`config.mk`:
```
export PLATFORM = sky130hd
export DESIGN_NAME = mem_port_arbiter
export DESIGN_NICKNAME = d
export VERILOG_FILES = /design/src/rtl/mem_port_arbiter.sv
export SDC_FILE = /design/constraint.sdc
export NUM_CORES = 1
export LEC_CHECK = 0
export BUFFER_PORTS_ARGS = -buffer_cell sky130_fd_sc_hd__clkbuf_2
export CORE_MARGIN = 5
export CORE_UTILIZATION = 45
export DETAILED_ROUTE_END_ITERATION = 7
export PLACE_DENSITY = 0.78
export SKIP_LAST_GASP = 1
export SLEW_MARGIN = 0
export SYNTH_ARGS = -nofsm -noshare
export SYNTH_HDL_FRONTEND = slang
export SYNTH_SLANG_ARGS = --single-unit
```
`constraint.sdc`:
```
create_clock -name clk -period 2 [get_ports clk]
set_clock_uncertainty 0.05 [all_clocks]
set_input_delay 0.3 -clock clk [delete_from_list [all_inputs] [get_ports clk]]
set_output_delay 0.3 -clock clk [all_outputs]
set_load 0.05 [all_outputs]
```
`src/rtl/mem_port_arbiter.sv`:
```
// rtl/mem_port_arbiter.sv - cycle-based grant FSM sharing one memory port between instruction fetch and data access
module mem_port_arbiter #(
    parameter int ADDR_W     = 14,
    parameter int READ_LAT   = 1,
    parameter int STARVE_MAX = 3
) (
    input  logic              clk,
    input  logic              rst,
    input  logic              if_req,
    input  logic [ADDR_W-1:0] if_addr,
    output logic              if_valid,
    output logic [31:0]       if_inst,
    output logic              if_stall,
    input  logic              d_req,
    input  logic              d_we,
    input  logic [ADDR_W-1:0] d_addr,
    input  logic [31:0]       d_wdata,
    input  logic [2:0]        d_func3,
    output logic              d_valid,
    output logic [31:0]       d_rdata,
    output logic              d_stall,
    output logic [ADDR_W-1:0] mem_addr,
    output logic [31:0]       mem_wdata,
    output logic [2:0]        mem_func3,
    output logic              mem_rd,
    output logic              mem_wr,
    input  logic [31:0]       mem_rdata
);
    localparam int              SC_W       = (STARVE_MAX < 1) ? 1 : $clog2(STARVE_MAX + 1);
    localparam logic [SC_W-1:0] STARVE_LIM = SC_W'(STARVE_MAX);
    // Wait counter counts down from READ_LAT-1; zero marks the cycle mem_rdata is valid.
    localparam logic [1:0]      WAIT_INIT  = 2'(READ_LAT - 1);
    localparam logic [2:0]      FUNC3_LW   = 3'b010;

    typedef enum logic [2:0] {
        IDLE,
        ISSUE_I,
        WAIT_I,
        ISSUE_D,
        WAIT_D,
        WRITE_D
    } state_t;

    state_t          state, state_nxt;
    logic [1:0]      wait_cnt, wait_nxt;
    logic [SC_W-1:0] starve_cnt, starve_nxt;
    logic            grant_i, grant_d;
    logic            capture_i, capture_d, commit_d;

    // Stalls are the raw "request outstanding and not completing this cycle" view for the hazard unit.
    assign if_stall = if_req && !if_valid;
    assign d_stall  = d_req && !d_valid;

    // State register: FSM state, read-latency countdown and starvation counter.
    always_ff @(posedge clk) begin
        if (rst) begin
            state      <= IDLE;
            wait_cnt   <= '0;
            starve_cnt <= '0;
        end else begin
            state      <= state_nxt;
            wait_cnt   <= wait_nxt;
            starve_cnt <= starve_nxt;
        end
    end

    // Next-state and grant decision; no grant is made while a valid pulses so the requester can advance.
    always_comb begin
        state_nxt  = state;
        wait_nxt   = wait_cnt;
        starve_nxt = starve_cnt;
        grant_i    = 1'b0;
        grant_d    = 1'b0;
        capture_i  = 1'b0;
        capture_d  = 1'b0;
        commit_d   = 1'b0;
        case (state)
            IDLE: begin
                if (!if_valid && !d_valid) begin
                    if (d_req && ((starve_cnt < STARVE_LIM) || !if_req)) begin
                        grant_d   = 1'b1;
                        state_nxt = d_we ? WRITE_D : ISSUE_D;
                        if (!if_req) begin
                            starve_nxt = '0;
                        end else if (starve_cnt != STARVE_LIM) begin
                            starve_nxt = starve_cnt + SC_W'(1);
                        end
                    end else if (if_req) begin
                        grant_i    = 1'b1;
                        state_nxt  = ISSUE_I;
                        starve_nxt = '0;
                    end else begin
                        starve_nxt = '0;
                    end
                end
            end
            ISSUE_I: begin
                state_nxt = WAIT_I;
                wait_nxt  = WAIT_INIT;
            end
            WAIT_I: begin
                if (wait_cnt == 2'd0) begin
                    capture_i = 1'b1;
                    state_nxt = IDLE;
                end else begin
                    wait_nxt = wait_cnt - 2'd1;
                end
            end
            ISSUE_D: begin
                state_nxt = WAIT_D;
                wait_nxt  = WAIT_INIT;
            end
            WAIT_D: begin
                if (wait_cnt == 2'd0) begin
                    capture_d = 1'b1;
                    state_nxt = IDLE;
                end else begin
                    wait_nxt = wait_cnt - 2'd1;
                end
            end
            WRITE_D: begin
                commit_d  = 1'b1;
                state_nxt = IDLE;
            end
            default: state_nxt = IDLE;
        endcase
    end

    // Memory-side drive and result capture; address/data/func3 are registered at grant and held afterwards.
    always_ff @(posedge clk) begin
        if (rst) begin
            mem_rd    <= 1'b0;
            mem_wr    <= 1'b0;
            mem_addr  <= '0;
            mem_wdata <= '0;
            mem_func3 <= '0;
            if_valid  <= 1'b0;
            if_inst   <= '0;
            d_valid   <= 1'b0;
            d_rdata   <= '0;
        end else begin
            mem_rd   <= 1'b0;
            mem_wr   <= 1'b0;
            if_valid <= capture_i;
            d_valid  <= capture_d | commit_d;
            if (grant_i) begin
                mem_rd    <= 1'b1;
                mem_addr  <= if_addr;
                mem_func3 <= FUNC3_LW;
            end
            if (grant_d) begin
                mem_addr  <= d_addr;
                mem_func3 <= d_func3;
                if (d_we) begin
                    mem_wr    <= 1'b1;
                    mem_wdata <= d_wdata;
                end else begin
                    mem_rd <= 1'b1;
                end
            end
            if (capture_i) begin
                if_inst <= mem_rdata;
            end
            if (capture_d) begin
                d_rdata <= mem_rdata;
            end
        end
    end
endmodule

```
==> reports/metrics.cfg, run 1 <==
[synthesis]
ys.flop_type = dfxtp_1
synth_commonest_cells = nand2_1, dfxtp_1, a21oi_1
syn_nets = 664
avgSynthCellArea_sq_um = 8.12
synthDominantCellAreaShare_pct = 54.4
yosys_warnings = 0
synth_cells = 562
yosysTopAreaCell = dfxtp_1
synth-async-reset-ratio_pct = 0
post-synth-top-count-cell = nand2_1
synth.distinct_cells = 36
synth_area_leaders = dfxtp_1, nand2_1, a21oi_1
synth_edf_count = 0
synth_seq_cells = 124
mappedNetlistArea_sq_um = 4560
synth-seq-area-share_pct = 54.4

[critical_path]
required_ns = 1.65
startpoint_type = flip-flop
cp.arrival_ns = 1.54
cp_max_fo = 8
worstSetupPathType = flip-flop to primary output
setup.worst_path.end_class = primary output

[routing]
final_antenna_net_count = 0
num_vias = 4975
wl_per_cell_microns = 14.6
totalWireLength_mm = 14.4
drtIter0Drc = 395
viasPerCell = 5.07
drc = 0
first_pass_iters = 6

[clock_network]
tritoncts = done
clock_sinks = 124
clockBufferDepth = 2
numCtsBuffers = 17
post-cts-setup-buffer-count = 0
clk_latency_ns = 0.51
htreeDepth = 4
cts-root-buf = clkbuf_8
path_clk_slew_ns = 0.06
cts-resized-gates = 0

[grt]
grt_pass1_wl_mm = 23.7
gr-max-usage-layer = met2
globalRouteMet2Util_pct = 40.6
grt_max_degree = 46
gr-usage-all-layers_pct = 23.2
grt_pass1_vias = 5017
grt_util_met1_pct = 25.8
grt.met3_usage_pct = 5.79
grt_overflow = 0
antenna_found_initial = 0

[floorplan]
initial_core_util_pct = 46.5
io_pins = 219
die_w_microns = 111
core_area_sq_um = 9820
die-area_sq_um = 12300
rows = 36
fp.dieH_microns = 111

[place]
hpwl_mm = 9.15
dp_cells = 882
place_congestion = 0.836
numPortBuffers = 218

[sta]
slew_viol_final = 0
timing.fmax_mhz = 528
fin_setup_tns_ns = 0
rsz0062_at_grt = no
tightestPinTransition_ns = 0.516
maxSlewHeadroom_pct = 65.6
hold_viol_final = 0
setup_violations = 0
min_period_over_period_pct = 94.6
min_period_ns = 1.89

[layout]
fillers = 726
diodes = 0
drive_gt1_share_pct = 31.6
nets = 938
final_cells = 982
syn_to_final_growth_pct = 54.8

[hold_path]
hold_path_class = input port to flip-flop

[power_and_ir_drop]
irDropWorstVdd_uv = 702
p_total_mw = 7.89
power_leakage_nw = 3.13
power_density_nw_per_um2 = 1120

[run_status]
status = finished clean

[job]
maxCapViolCount = 0

[state kept, by name (all words and copies together), names as in the netlist, 2 cells and up]
name and count:
mem_addr 14, if_inst 32, starve_cnt 2, state 3
mem_wdata 32, wait_cnt 2, mem_func3 3, d_rdata 32
[cell families (layout without fill, tap and decap cells)]
kind of cell	after synthesis	after routing	synth area share, %
flops	124	124	54.4
compound gates	129	129	15.6
buf+inv	44	331	4.03
fa+ha+maj	2	2	0.548
simple gates	250	250	22.6
mux	13	13	2.85
[stage by stage]
step / hold WS [ns] / setup slack (ns) / instance area [sq um] / util, %
2_1_floorplan: 0.386 / 0.192 / 4560 / -
3_5_place_dp: 0.397 / 0.154 / 5830 / 59.4
6_report: 0.0247 / 0.107 / 7060 / 71.9
5_1_grt: 0.00861 / 0.0169 / 7060 / 71.9
3_3_place_gp: 0.391 / 0.241 / 5830 / 59.4
4_1_cts: 0.00474 / 0.0918 / 7060 / 71.9
[area by class of cell]
| class | instances | area, sq um | share of cell area [%] |
|---|---|---|---|
| Sequential cell | 124 | 2480 | 35.2 |
| Tap cell | 133 | 166 | 2.36 |
| Clock buffer | 19 | 432 | 6.11 |
| Inverter | 3 | 11.3 | 0.159 |
| Timing Repair Buffer | 296 | 1950 | 27.6 |
| Clock inverter | 13 | 120 | 1.70 |
| Multi-Input combinational cell | 394 | 1900 | 26.9 |
[worst paths after layout]
path	cells past startpoint	end	start	slack (ns)
max	2	d_stall	d_valid	0.11
min	3	mem_addr[1]	d_addr[1]	0.02
max reg2reg	5	mem_addr[1]	state[1]	0.13
min reg2reg	2	if_inst[10]	if_inst[10]	0.40
[layer usage]
layer / share of wire [%] / routed length (microns)
met1: 38 / 5510
met3: 6.9 / 987
met5: 0 / 0
met2: 52 / 7390
met4: 3.2 / 455
[critical path, stage by stage (launching register included)]
cell	delay, ns
dfxtp_2	0.36
nor2b_1	0.32
clkbuf_2	0.36
[placed cells by master, fill, tap and decap left out, types with 2 or more instances in the layout]
cell	synthesis	layout
clkbuf_2	0	217
nand2_1	198	198
dfxtp_1	124	123
a21oi_1	101	101
dlygate4sd3_1	0	68
nor2_1	25	23
clkbuf_16	0	16
a211oi_1	14	14
mux2i_1	13	13
buf_12	0	8
nor2b_1	7	7
clkinvlp_4	0	6
o21ai_0	4	4
nand2b_1	4	4
inv_1	3	3
a22oi_1	3	3
clkinv_4	0	3
buf_4	1	3
a311oi_1	2	2
nor4_1	2	2
nor3_1	2	2
o32ai_1	2	2
nor2_2	0	2
ha_1	2	2
clkbuf_8	0	2
clkinv_2	0	2
[power breakdown]
group | leakage [nW] | switching [mW] | internal, mW
registers | 1.01 | 0.165 | 2.73
clock network | 0.252 | 1.11 | 1.68
logic | 1.87 | 1.55 | 0.661
total | 3.13 | 2.82 | 5.07
[repair_timing]
| item | 4_1_cts | 5_1_grt |
|---|---|---|
| hold endpoints to repair | 99 | 0 |
| setup endpoints to repair | 0 | 0 |
| hold buffers | 68 | 0 |
Power figures use the tool's default switching activity.
==> run 2, diff against run 1 <==
Settings changed: GPL_ROUTABILITY_DRIVEN from default to 0.
Clock period 2 ns to 1.8 ns, I/O delays scaled along.
==> reports/metrics.cfg, run 2 (synthesized netlist as in run 1, its figures left out) <==
[layout]
final_core_util_pct = 73.4  ; +1.4 points
final_common_cell = clkbuf_2
stdcell_area_sq_um = 7200  ; +2.0%
reg.largest.list = d_rdata (32), if_inst (32), mem_wdata (32)
final_cell_mix = clkbuf_2, nand2_1, dfxtp_1
nets = 946  ; +0.85%
syn_to_final_growth_pct = 57.9
fillers = 705  ; -2.9%
drive_gt1_share_pct = 32.6  ; +0.99 points
final_cells = 992  ; +1.0%

[floorplan]
io_pins = 219  ; unchanged
rows = 36  ; unchanged
initial_core_util_pct = 46.5  ; unchanged
die_w_microns = 111  ; unchanged
die-area_sq_um = 12300  ; unchanged
fp.dieH_microns = 111  ; unchanged
core_area_sq_um = 9820  ; unchanged

[place]
dpl_cell_area_sq_um = 5860  ; +0.43%
dp_cells = 887  ; +0.57%
numPortBuffers = 218  ; unchanged
hpwl_mm = 9.19  ; +0.44%
pre_cts_slack_ns = 0.0561  ; -0.0975 ns

[routing]
first_pass_iters = 5  ; -1
num_vias = 5064  ; +1.8%
drc = 0  ; unchanged
final_antenna_net_count = 0  ; unchanged
drtIter0Drc = 418  ; +5.8%
routed-wl-met3_microns = 872  ; -12%
top_layer = met4
wl_per_cell_microns = 14.6  ; -0.12%
viasPerCell = 5.10  ; +0.76%
met2WireLength_mm = 7.43  ; +0.47%
wl_met1_mm = 5.48  ; -0.67%
totalWireLength_mm = 14.5  ; +0.90%

[sta]
setup_slack_ns = 0.0213  ; -0.0858 ns
rsz0062_at_grt = yes
min_period_ns = 1.78
hold-worst-slack_ns = 0.0368  ; +0.0121 ns
timing.fmax_mhz = 562
hold_viol_final = 0  ; unchanged
maxSlewHeadroom_pct = 78.0  ; +12 points
fin_setup_tns_ns = 0  ; unchanged
min_period_over_period_pct = 98.8
slew_viol_final = 0  ; unchanged
tightestPinTransition_ns = 0.330  ; -0.186 ns
setup_violations = 0  ; unchanged

[power_and_ir_drop]
power_density_nw_per_um2 = 1250  ; +12%
power_leakage_nw = 3.20  ; +2.4%
p_total_mw = 9.02  ; +14%
irDropWorstVdd_uv = 892  ; +27%

[critical_path]
startpoint_type = flip-flop
setup.worst_path.end_class = flip-flop
required_ns = 2.17  ; +0.52 ns
cp_max_fo = 6  ; -2
cp.arrival_ns = 2.15  ; +0.61 ns
worstSetupPathType = flip-flop to flip-flop

[job]
maxCapViolCount = 0  ; unchanged

[run_status]
status = finished clean

[clock_network]
numCtsBuffers = 17  ; unchanged
clockBufferDepth = 2  ; unchanged
tritoncts = done
path_clk_slew_ns = 0.06  ; about the same
cts-root-buf = clkbuf_8
clk_latency_ns = 0.50  ; about the same
htreeDepth = 4  ; unchanged
clock_sinks = 124  ; unchanged

[grt]
grt_max_degree = 50  ; +8.7%
grt_pass1_wl_mm = 24.0  ; +1.1%
grt_pass1_vias = 5096  ; +1.6%
antenna_found_initial = 2  ; +2
gr-usage-all-layers_pct = 23.3  ; +0.076 points
grt_overflow = 0  ; unchanged

[hold_path]
hold_path_class = input port to flip-flop

==> run 2: final timing paths <==
kind,startpoint,end,slack (ns),cells past startpoint
worst max register to register,state[2],starve_cnt[1],0.02,3
worst max-delay path,state[2],starve_cnt[1],0.02,3
worst min register to register,mem_wdata[28],mem_wdata[28],0.40,2
worst min-delay path,d_addr[13],mem_addr[13],0.04,3
==> run 2: power by group <==
group          internal (mW)  switching (mW)  leakage [nW]
Sequential              3.03           0.164          1.01
Combinational          0.822            1.78          1.92
Clock                   2.07            1.15         0.272
==> run 2: critical path, stage by stage, from the launching register on <==
cell     delay (ns)
dfxtp_1        0.34
or4_4          0.60
or4_1          0.53
a21oi_1        0.19
==> run 2: metal layers <==
layer,GRT usage [%],up-vias
met2,41.0,233
met4,15.0,0
met3,6.55,64
met5,0,-
li1,-,2428
met1,24.2,2339
==> run 2: area by class of cell <==
| cell class | count | area [sq um] | share of cell area (%) |
|---|---|---|---|
| clock inverter | 11 | 118 | 1.63 |
| multi-input combinational | 394 | 1940 | 26.9 |
| sequential | 124 | 2480 | 34.5 |
| antenna | 2 | 5.00 | 0.0695 |
| timing repair buffer | 304 | 2020 | 28.1 |
| tap | 133 | 166 | 2.31 |
| clock buffer | 21 | 459 | 6.37 |
| inverter | 3 | 11.3 | 0.156 |
==> run 2: what timing repair did <==
action                                  CTS  global route
cloned                                    0             1
endpoints found under the hold margin   100             0
hold buffers                             69             0
resized for setup                         2             7
endpoints found under the setup margin    1            37
setup buffers                             0             1
